===== config.mk =====
export PLATFORM = sky130hd
export DESIGN_NAME = id_ex_pipe_reg_flat
export DESIGN_NICKNAME = d
export VERILOG_FILES = /design/src/rtl/id_ex_pipe_reg_if.sv /design/src/rtl/id_ex_pipe_reg.sv /design/src/flat_wrapper.sv
export SDC_FILE = /design/constraint.sdc
export NUM_CORES = 1
export LEC_CHECK = 0
export CORE_MARGIN = 3
export CORE_UTILIZATION = 25
export CTS_CLUSTER_DIAMETER = 150
export DETAILED_ROUTE_END_ITERATION = 8
export PLACE_DENSITY_LB_ADDON = 0.2
export SLEW_MARGIN = 30
export SYNTH_ARGS = -nofsm -noshare
export SYNTH_HDL_FRONTEND = slang
export SYNTH_SLANG_ARGS = --single-unit

===== constraint.sdc =====
create_clock -name clk_i -period 2.1 [get_ports clk_i]
set_input_delay 0.42 -clock clk_i [delete_from_list [all_inputs] [get_ports clk_i]]
set_output_delay 0.42 -clock clk_i [all_outputs]
set_load 0.02 [all_outputs]

===== src/rtl/id_ex_pipe_reg_if.sv =====
// ---------------------------------------------------------------------------
// id_ex_pipe_reg_if
// Bundle of every signal exchanged between the ID stage, the ID/EX pipeline
// register and the EX stage of the 5-stage MIPS core.
//
//   master : ID/EX side that supplies the decoder bundle and pipeline
//            controls, and observes the registered EX-stage fields and the
//            hazard stall.
//   slave  : the ID/EX register itself (consumes ID fields, drives EX fields).
//
// Signals
//   hold_i, flush_i                      pipeline controls
//   RegDst_i..MemRd_i, ALUOp_i           decoder control bits
//   pc4_i, rs_data_i, rt_data_i, imm_i   ID-stage data (DATA_W)
//   rs_i, rt_i, rd_i                     ID-stage register numbers (REG_W)
//   *_o                                  registered copies for EX
//   valid_o                              EX slot holds a real instruction
//   hazard_o                             combinational load-use stall
// ---------------------------------------------------------------------------
interface id_ex_pipe_reg_if #(
    parameter int DATA_W = 32,
    parameter int REG_W  = 5
);
    // Pipeline controls
    logic              hold_i;
    logic              flush_i;

    // ID-stage inputs
    logic              RegDst_i;
    logic              ALUSrc_i;
    logic              MemtoReg_i;
    logic              RegWr_i;
    logic              MemWr_i;
    logic              MemRd_i;
    logic [1:0]        ALUOp_i;
    logic [DATA_W-1:0] pc4_i;
    logic [DATA_W-1:0] rs_data_i;
    logic [DATA_W-1:0] rt_data_i;
    logic [DATA_W-1:0] imm_i;
    logic [REG_W-1:0]  rs_i;
    logic [REG_W-1:0]  rt_i;
    logic [REG_W-1:0]  rd_i;

    // EX-stage outputs
    logic              RegDst_o;
    logic              ALUSrc_o;
    logic              MemtoReg_o;
    logic              RegWr_o;
    logic              MemWr_o;
    logic              MemRd_o;
    logic [1:0]        ALUOp_o;
    logic [DATA_W-1:0] pc4_o;
    logic [DATA_W-1:0] rs_data_o;
    logic [DATA_W-1:0] rt_data_o;
    logic [DATA_W-1:0] imm_o;
    logic [REG_W-1:0]  rs_o;
    logic [REG_W-1:0]  rt_o;
    logic [REG_W-1:0]  rd_o;
    logic              valid_o;
    logic              hazard_o;

    modport master (
        output hold_i, flush_i,
        output RegDst_i, ALUSrc_i, MemtoReg_i, RegWr_i, MemWr_i, MemRd_i,
        output ALUOp_i, pc4_i, rs_data_i, rt_data_i, imm_i, rs_i, rt_i, rd_i,
        input  RegDst_o, ALUSrc_o, MemtoReg_o, RegWr_o, MemWr_o, MemRd_o,
        input  ALUOp_o, pc4_o, rs_data_o, rt_data_o, imm_o, rs_o, rt_o, rd_o,
        input  valid_o, hazard_o
    );

    modport slave (
        input  hold_i, flush_i,
        input  RegDst_i, ALUSrc_i, MemtoReg_i, RegWr_i, MemWr_i, MemRd_i,
        input  ALUOp_i, pc4_i, rs_data_i, rt_data_i, imm_i, rs_i, rt_i, rd_i,
        output RegDst_o, ALUSrc_o, MemtoReg_o, RegWr_o, MemWr_o, MemRd_o,
        output ALUOp_o, pc4_o, rs_data_o, rt_data_o, imm_o, rs_o, rt_o, rd_o,
        output valid_o, hazard_o
    );
endinterface


===== src/rtl/id_ex_pipe_reg.sv =====
// ---------------------------------------------------------------------------
// id_ex_pipe_reg
// ID/EX pipeline register of the 5-stage MIPS core with the load-use hazard
// detector.  Each rising edge it either keeps its contents (hold), loads a
// bubble (flush or load-use hazard) or captures the ID-stage bundle.
//
// Ports
//   clk_i  : clock, rising edge
//   rst_i  : asynchronous, active-low reset; clears every registered field
//   bus    : id_ex_pipe_reg_if.slave -- ID inputs, EX outputs, hold/flush,
//            valid_o and the combinational hazard_o stall request
// ---------------------------------------------------------------------------
module id_ex_pipe_reg #(
    parameter int DATA_W = 32,
    parameter int REG_W  = 5
) (
    input  logic                   clk_i,
    input  logic                   rst_i,
    id_ex_pipe_reg_if.slave        bus
);

    // Registered EX-stage fields
    logic              r_RegDst;
    logic              r_ALUSrc;
    logic              r_MemtoReg;
    logic              r_RegWr;
    logic              r_MemWr;
    logic              r_MemRd;
    logic [1:0]        r_ALUOp;
    logic [DATA_W-1:0] r_pc4;
    logic [DATA_W-1:0] r_rs_data;
    logic [DATA_W-1:0] r_rt_data;
    logic [DATA_W-1:0] r_imm;
    logic [REG_W-1:0]  r_rs;
    logic [REG_W-1:0]  r_rt;
    logic [REG_W-1:0]  r_rd;
    logic              r_valid;

    logic              w_rt_nonzero;
    logic              w_rt_match;
    logic              w_hazard;
    logic              w_bubble;

    // Load-use detection looks only at the load sitting in EX and the
    // register numbers currently in ID.  Flush and hold both mask it:
    // under flush the ID instruction is being discarded anyway, and under
    // hold nothing moves so a stall request would be meaningless.
    assign w_rt_nonzero = (r_rt != '0);
    assign w_rt_match   = (r_rt == bus.rs_i) | (r_rt == bus.rt_i);
    assign w_hazard     = r_MemRd & r_valid & w_rt_nonzero & w_rt_match
                          & ~bus.flush_i & ~bus.hold_i;

    // A bubble is loaded for a flush or a hazard.  The hazard itself turns
    // off once the bubble lands (valid drops, rt clears), which limits the
    // stall to a single cycle.
    assign w_bubble = bus.flush_i | w_hazard;

    always_ff @(posedge clk_i or negedge rst_i) begin
        if (!rst_i) begin
            r_RegDst   <= 1'b0;
            r_ALUSrc   <= 1'b0;
            r_MemtoReg <= 1'b0;
            r_RegWr    <= 1'b0;
            r_MemWr    <= 1'b0;
            r_MemRd    <= 1'b0;
            r_ALUOp    <= 2'b00;
            r_pc4      <= '0;
            r_rs_data  <= '0;
            r_rt_data  <= '0;
            r_imm      <= '0;
            r_rs       <= '0;
            r_rt       <= '0;
            r_rd       <= '0;
            r_valid    <= 1'b0;
        end else if (bus.hold_i) begin
            // Freeze: every register keeps its value.
            r_RegDst   <= r_RegDst;
            r_ALUSrc   <= r_ALUSrc;
            r_MemtoReg <= r_MemtoReg;
            r_RegWr    <= r_RegWr;
            r_MemWr    <= r_MemWr;
            r_MemRd    <= r_MemRd;
            r_ALUOp    <= r_ALUOp;
            r_pc4      <= r_pc4;
            r_rs_data  <= r_rs_data;
            r_rt_data  <= r_rt_data;
            r_imm      <= r_imm;
            r_rs       <= r_rs;
            r_rt       <= r_rt;
            r_rd       <= r_rd;
            r_valid    <= r_valid;
        end else if (w_bubble) begin
            // Bubble clears data and register numbers too, so a stale rt
            // cannot re-trigger the hazard detector.
            r_RegDst   <= 1'b0;
            r_ALUSrc   <= 1'b0;
            r_MemtoReg <= 1'b0;
            r_RegWr    <= 1'b0;
            r_MemWr    <= 1'b0;
            r_MemRd    <= 1'b0;
            r_ALUOp    <= 2'b00;
            r_pc4      <= '0;
            r_rs_data  <= '0;
            r_rt_data  <= '0;
            r_imm      <= '0;
            r_rs       <= '0;
            r_rt       <= '0;
            r_rd       <= '0;
            r_valid    <= 1'b0;
        end else begin
            r_RegDst   <= bus.RegDst_i;
            r_ALUSrc   <= bus.ALUSrc_i;
            r_MemtoReg <= bus.MemtoReg_i;
            r_RegWr    <= bus.RegWr_i;
            r_MemWr    <= bus.MemWr_i;
            r_MemRd    <= bus.MemRd_i;
            r_ALUOp    <= bus.ALUOp_i;
            r_pc4      <= bus.pc4_i;
            r_rs_data  <= bus.rs_data_i;
            r_rt_data  <= bus.rt_data_i;
            r_imm      <= bus.imm_i;
            r_rs       <= bus.rs_i;
            r_rt       <= bus.rt_i;
            r_rd       <= bus.rd_i;
            r_valid    <= 1'b1;
        end
    end

    // EX-stage outputs come straight from registers.
    assign bus.RegDst_o   = r_RegDst;
    assign bus.ALUSrc_o   = r_ALUSrc;
    assign bus.MemtoReg_o = r_MemtoReg;
    assign bus.RegWr_o    = r_RegWr;
    assign bus.MemWr_o    = r_MemWr;
    assign bus.MemRd_o    = r_MemRd;
    assign bus.ALUOp_o    = r_ALUOp;
    assign bus.pc4_o      = r_pc4;
    assign bus.rs_data_o  = r_rs_data;
    assign bus.rt_data_o  = r_rt_data;
    assign bus.imm_o      = r_imm;
    assign bus.rs_o       = r_rs;
    assign bus.rt_o       = r_rt;
    assign bus.rd_o       = r_rd;
    assign bus.valid_o    = r_valid;
    assign bus.hazard_o   = w_hazard;

endmodule

===== src/flat_wrapper.sv =====
// flat-port wrapper written by rule: the top's interface ports become plain ports
module id_ex_pipe_reg_flat 
#(
    parameter int DATA_W = 32,
    parameter int REG_W  = 5
)
  (clk_i, rst_i, bus_hold_i, bus_flush_i, bus_RegDst_i, bus_ALUSrc_i, bus_MemtoReg_i, bus_RegWr_i, bus_MemWr_i, bus_MemRd_i, bus_ALUOp_i, bus_pc4_i, bus_rs_data_i, bus_rt_data_i, bus_imm_i, bus_rs_i, bus_rt_i, bus_rd_i, bus_RegDst_o, bus_ALUSrc_o, bus_MemtoReg_o, bus_RegWr_o, bus_MemWr_o, bus_MemRd_o, bus_ALUOp_o, bus_pc4_o, bus_rs_data_o, bus_rt_data_o, bus_imm_o, bus_rs_o, bus_rt_o, bus_rd_o, bus_valid_o, bus_hazard_o);
  id_ex_pipe_reg_if #(.DATA_W(DATA_W), .REG_W(REG_W)) bus_i ();
  input  logic clk_i;
  input  logic rst_i;
  input wire logic [$bits(bus_i.hold_i)-1:0] bus_hold_i;
  input wire logic [$bits(bus_i.flush_i)-1:0] bus_flush_i;
  input wire logic [$bits(bus_i.RegDst_i)-1:0] bus_RegDst_i;
  input wire logic [$bits(bus_i.ALUSrc_i)-1:0] bus_ALUSrc_i;
  input wire logic [$bits(bus_i.MemtoReg_i)-1:0] bus_MemtoReg_i;
  input wire logic [$bits(bus_i.RegWr_i)-1:0] bus_RegWr_i;
  input wire logic [$bits(bus_i.MemWr_i)-1:0] bus_MemWr_i;
  input wire logic [$bits(bus_i.MemRd_i)-1:0] bus_MemRd_i;
  input wire logic [$bits(bus_i.ALUOp_i)-1:0] bus_ALUOp_i;
  input wire logic [$bits(bus_i.pc4_i)-1:0] bus_pc4_i;
  input wire logic [$bits(bus_i.rs_data_i)-1:0] bus_rs_data_i;
  input wire logic [$bits(bus_i.rt_data_i)-1:0] bus_rt_data_i;
  input wire logic [$bits(bus_i.imm_i)-1:0] bus_imm_i;
  input wire logic [$bits(bus_i.rs_i)-1:0] bus_rs_i;
  input wire logic [$bits(bus_i.rt_i)-1:0] bus_rt_i;
  input wire logic [$bits(bus_i.rd_i)-1:0] bus_rd_i;
  output wire logic [$bits(bus_i.RegDst_o)-1:0] bus_RegDst_o;
  output wire logic [$bits(bus_i.ALUSrc_o)-1:0] bus_ALUSrc_o;
  output wire logic [$bits(bus_i.MemtoReg_o)-1:0] bus_MemtoReg_o;
  output wire logic [$bits(bus_i.RegWr_o)-1:0] bus_RegWr_o;
  output wire logic [$bits(bus_i.MemWr_o)-1:0] bus_MemWr_o;
  output wire logic [$bits(bus_i.MemRd_o)-1:0] bus_MemRd_o;
  output wire logic [$bits(bus_i.ALUOp_o)-1:0] bus_ALUOp_o;
  output wire logic [$bits(bus_i.pc4_o)-1:0] bus_pc4_o;
  output wire logic [$bits(bus_i.rs_data_o)-1:0] bus_rs_data_o;
  output wire logic [$bits(bus_i.rt_data_o)-1:0] bus_rt_data_o;
  output wire logic [$bits(bus_i.imm_o)-1:0] bus_imm_o;
  output wire logic [$bits(bus_i.rs_o)-1:0] bus_rs_o;
  output wire logic [$bits(bus_i.rt_o)-1:0] bus_rt_o;
  output wire logic [$bits(bus_i.rd_o)-1:0] bus_rd_o;
  output wire logic [$bits(bus_i.valid_o)-1:0] bus_valid_o;
  output wire logic [$bits(bus_i.hazard_o)-1:0] bus_hazard_o;
  assign bus_i.hold_i = bus_hold_i;
  assign bus_i.flush_i = bus_flush_i;
  assign bus_i.RegDst_i = bus_RegDst_i;
  assign bus_i.ALUSrc_i = bus_ALUSrc_i;
  assign bus_i.MemtoReg_i = bus_MemtoReg_i;
  assign bus_i.RegWr_i = bus_RegWr_i;
  assign bus_i.MemWr_i = bus_MemWr_i;
  assign bus_i.MemRd_i = bus_MemRd_i;
  assign bus_i.ALUOp_i = bus_ALUOp_i;
  assign bus_i.pc4_i = bus_pc4_i;
  assign bus_i.rs_data_i = bus_rs_data_i;
  assign bus_i.rt_data_i = bus_rt_data_i;
  assign bus_i.imm_i = bus_imm_i;
  assign bus_i.rs_i = bus_rs_i;
  assign bus_i.rt_i = bus_rt_i;
  assign bus_i.rd_i = bus_rd_i;
  assign bus_RegDst_o = bus_i.RegDst_o;
  assign bus_ALUSrc_o = bus_i.ALUSrc_o;
  assign bus_MemtoReg_o = bus_i.MemtoReg_o;
  assign bus_RegWr_o = bus_i.RegWr_o;
  assign bus_MemWr_o = bus_i.MemWr_o;
  assign bus_MemRd_o = bus_i.MemRd_o;
  assign bus_ALUOp_o = bus_i.ALUOp_o;
  assign bus_pc4_o = bus_i.pc4_o;
  assign bus_rs_data_o = bus_i.rs_data_o;
  assign bus_rt_data_o = bus_i.rt_data_o;
  assign bus_imm_o = bus_i.imm_o;
  assign bus_rs_o = bus_i.rs_o;
  assign bus_rt_o = bus_i.rt_o;
  assign bus_rd_o = bus_i.rd_o;
  assign bus_valid_o = bus_i.valid_o;
  assign bus_hazard_o = bus_i.hazard_o;
  id_ex_pipe_reg #(.DATA_W(DATA_W), .REG_W(REG_W)) u_core (.clk_i(clk_i), .rst_i(rst_i), .bus(bus_i));
endmodule

# Yosys cells after proc, flatten, opt, wreduce, memory -nomap -nowiden
# Index checks and enable logic that the tools add are counted.
[totals]
out_inout_bits = 153
word_cells = 42
input_bits = 155
register_bits = 152
[classes]
bitwise_logic = 9
n_mux = 15
eq_ne = 2
reduce_logical = 1
[op_table]
columns = ["operator", "count"]
rows = [
  ["$mux W32", 4],
  ["$mux W5", 3],
  ["$eq A5 B5 Y1", 2],
  ["$mux W1", 7],
  ["$and A1 B1 Y1", 5],
  ["$reduce_bool A5 Y1", 1],
  ["$mux W2", 1],
  ["$not A1 Y1", 2],
  ["$or A1 B1 Y1", 2],
]

# Depth between registers and ports, before layout
[logic_depth]
depth_word = 7
ltp_mapped = 7
mapped_depth_nobuf = 4

# Worst setup path after synthesis
# No wires, ideal clock.
[synth_timing]
path_kind = "reg2out"
start = "reg u_core.r_rt[0], in the netlist u_core.bus.rt_o[0]"
end = "out bus_hazard_o"
setup_slack_ns = -0.205
arrival_time_ns = 1.885
stages_incl_launch_ff = 7
required_time_ns = 1.680
path_buffers = 2
cell_sequence = "dfrtp_1 or4_1 o2111ai_2 buf_6 buf_6 inv_2 and2_1"
[synth_between]
elab_chain_cells = 5
elab_cells_between_ends = 8
cone_classes = "eq/ne (2); bitwise (5); reduce/logical (1)"
[synth_lines]
columns = ["item", "line", "source"]
rows = [
  ["start, declared", "id_ex_pipe_reg.sv:35", "logic [REG_W-1:0] r_rt;"],
  ["start signal, assigned", "id_ex_pipe_reg.sv:89", "r_rt <= r_rt;"],
  ["start signal, assigned", "id_ex_pipe_reg.sv:123", "r_rt <= bus.rt_i;"],
  ["$eq A5 B5 Y1 or $reduce_bool A5 Y1 (tied branches)", "id_ex_pipe_reg.sv:49, id_ex_pipe_reg.sv:48", ""],
  ["$or A1 B1 Y1 or $and A1 B1 Y1 (tied branches)", "id_ex_pipe_reg.sv:49, id_ex_pipe_reg.sv:50", ""],
  ["$and A1 B1 Y1 (*)", "id_ex_pipe_reg.sv:50", "assign w_hazard = r_MemRd & r_valid & w_rt_nonzero & w_rt_match"],
  ["$and A1 B1 Y1 (*) (2 in series)", "id_ex_pipe_reg.sv:51", "& ~bus.flush_i & ~bus.hold_i;"],
  ["end, declared", "flat_wrapper.sv:42", "output wire logic [$bits(bus_i.hazard_o)-1:0] bus_hazard_o;"],
]
# Mark *: on every way between the ends. The rest lies on a longest branch, timed or not.

# Worst setup path after layout
[layout_timing]
start = "reg u_core.r_rt[3], in the netlist u_core.bus.rt_o[3]"
end = "out bus_hazard_o"
# The elaborated chain is that of the path after synthesis.

==> run metrics <==
gr ovfl total=0; CTS sink cnt=152; total number of vias=6,966; Worst Setup Slack, final=-0.2580 ns; io pins=308; number of synthesized register bits=152; Relative slew margins=0.6398; largest net degree at the start of global routing=121; outcome=finished with violations; Hold Path Class=in -> async; Initial Util=0.2569; Pleak=4.399 nW; Mapped Area=0.007000 mm^2; FF-to-FF Start=u_core.bus.rt_o[3]; Crit path arrival time=1.94 ns; minimum clock period=2.358 ns; final clock skew=0.01316 ns; post-synth cell types=20; Design Area, Final=0.01154 mm^2; initial antenna violation count=0; CP bufs+invs=2; CORE AREA=0.02725 mm^2; DP HPWL=16.71 mm; vias in the first global route=6,729; final setup TNS=-0.2772 ns; CTS tree=done; Site Rows=60; Routed WL=26.06 mm; CTS Buffer Depth=2; Fin Hold WS=0.4799 ns; fin crit share=1.123; nets=1,167; layout cells sized above 1=0.09463; first-pass GRT wire length=40.12 mm; Final Hold Vio Count=0; drt pass-1 iters=5; htree depth=4; reg2reg path depth=8; worst path required time=1.68 ns; Max Cap Viol=0; final core utilization=0.4233; violated checks=negative setup slack; register area share after synthesis=0.5433; slowest stage cell, crit path=or4_4; final setup fails=7; Synth Area per Inst=9.860 um^2; Ys Warns=0; pre-CTS setup slack=-0.1283 ns; Worst Setup Start Kind=register; Die H=173.3 um; Die Span X=173.3 um; R2R setup slack=-0.01 ns; total track usage=0.1641; Initial DRC Count=465; RD Place Congestion=0.7244; CP max stage delay=0.55 ns; syn_nets=865; r2r endpoint=u_core.bus.MemWr_o; ANT nets after route=0; Slew @ Worst Pin=0.5403 ns; Power Density=806.4 mW/mm^2; PortBufs=307; Clk pin slew, worst setup/hold paths=0.07 ns; drt wl/cell=18.66 um; CP max FO=2; Clock Latency Late Sink=0.43 ns; RSZ-0062 raised after global routing=true; # DRC=0; max frequency=0.4241 GHz; Crit. End Element=primary output; Post-Synthesis Cells=710; dominant cell type by area after synthesis=dfrtp_1; Via density=4.986; synth top area cells=dfrtp_1 (54%), a32oi_1 (19%), o21ai_0 (9.3%), nand2_1 (8.2%), clkbuf_1 (3.2%); Syn-to-layout area delta=64.79%; Post-Place Cell Area=0.01076 mm^2; kind of critical path=reg -> out; clk root buf=clkbuf_16; fin. max-slew vios=0; full die area=0.03005 mm^2; highest ir drop seen on vdd=0.4018 mV; crit-path cells=or4_4, o2111ai_4, inv_2, and2_4, buf_6; cell family with most CP delay=simple AND/OR/NAND/NOR gates; CTS buffer count=17; diodes inserted=0; Yosys top cell area share=0.5433
## per-layer routing
metal	GRT usage	part of all wire	vias up
li1	-	-	3313
met2	0.2504	0.47	289
met3	0.05913	0.083	11
met5	0	0	-
met4	0.03412	0.0091	0
met1	0.2245	0.44	3353
## flip-flops by register name (all words and copies together) (netlist names)
signal,flops
u_core.bus.imm_o,32
u_core.bus.pc4_o,32
u_core.bus.rs_data_o,32
u_core.bus.rt_data_o,32
u_core.bus.rd_o,5
u_core.bus.rs_o,5
u_core.bus.rt_o,5
u_core.bus.ALUOp_o,2
u_core.bus.ALUSrc_o,1
u_core.bus.MemRd_o,1
u_core.bus.MemWr_o,1
u_core.bus.MemtoReg_o,1
u_core.bus.RegDst_o,1
u_core.bus.RegWr_o,1
u_core.bus.valid_o,1
## kinds of logic after synthesis
group                  count (synthesis)  share of synthesized area
XOR/XNOR                              10                    0.01251
buffers and inverters                 84                    0.05612
multiplexers                           1                   0.001430
AO/OA/AOI/OAI                        305                     0.3006
flip-flops                           152                     0.5433
AND/OR/NAND/NOR                      158                    0.08597
## worst max-delay path by stage
stage,from,to,cells past startpoint
3_3_place_gp,bus_rs_i[4],bus_hazard_o,6
2_1_floorplan,u_core.bus.rt_o[3],bus_hazard_o,6
5_1_grt,u_core.bus.rt_o[3],bus_hazard_o,5
6_report,u_core.bus.rt_o[3],bus_hazard_o,5
3_5_place_dp,bus_rs_i[0],bus_hazard_o,6
4_1_cts,u_core.bus.rt_o[0],bus_hazard_o,5
## stage by stage
| step | power (mW) | std cells |
|---|---|---|
| after floorplan | 4.652 | 710 |
| after global placement | 6.197 | 1355 |
| after detailed placement | 6.214 | 1355 |
| after CTS | 9.384 | 1389 |
| after global routing | 9.793 | 1397 |
| final | 9.302 | 1397 |
## cells in the mapped netlist, drive strengths merged
cell type    n
inv          2
a32oi      151
mux2i        1
o21ai      151
nor2         1
o2111ai      1
dfrtp      152
nand2      153
buf         22
xnor2       10
clkbuf      60
o22ai        1
a21oi        1
and2         1
or4          1
nand3        2
## what timing repair did
action,4_1_cts,5_1_grt
gates resized for setup,1,83
endpoints found under the hold margin,31,0
endpoints found under the setup margin,1,26
gates cloned,0,5
setup buffers,1,3
hold buffers,1,0
pin swaps,2,3
## cell usage in the layout (no fill, tap or decap), types with 2 or more instances in the layout
cell type,count
clkdlybuf4s50_1,304
nand2_1,153
a32oi_1,151
dfrtp_1,150
o21ai_1,96
o21ai_0,55
buf_4,32
clkbuf_16,21
buf_12,16
xnor2_1,10
buf_6,6
clkinvlp_4,5
inv_6,4
clkbuf_1,3
nand3_1,2
bufinv_16,2
buf_16,2
dfrtp_2,2
## area by class of cell
cell class                 instances  area, um^2
sequential                       152        3806
inverter                           2       7.507
tap                              372       465.4
clock inverter                    12       141.4
timing repair buffer             365        3836
multi-input combinational        474        2843
fill                            2623       15720
clock buffer                      20       436.7
## power breakdown
group / total [mW] / internal, mW / switching (mW)
clock network: 3.10 / 1.77 / 1.33
registers: 3.53 / 3.31 / 0.223
logic: 2.67 / 1.32 / 1.36
No activity file was read; power rests on OpenSTA's default activity.
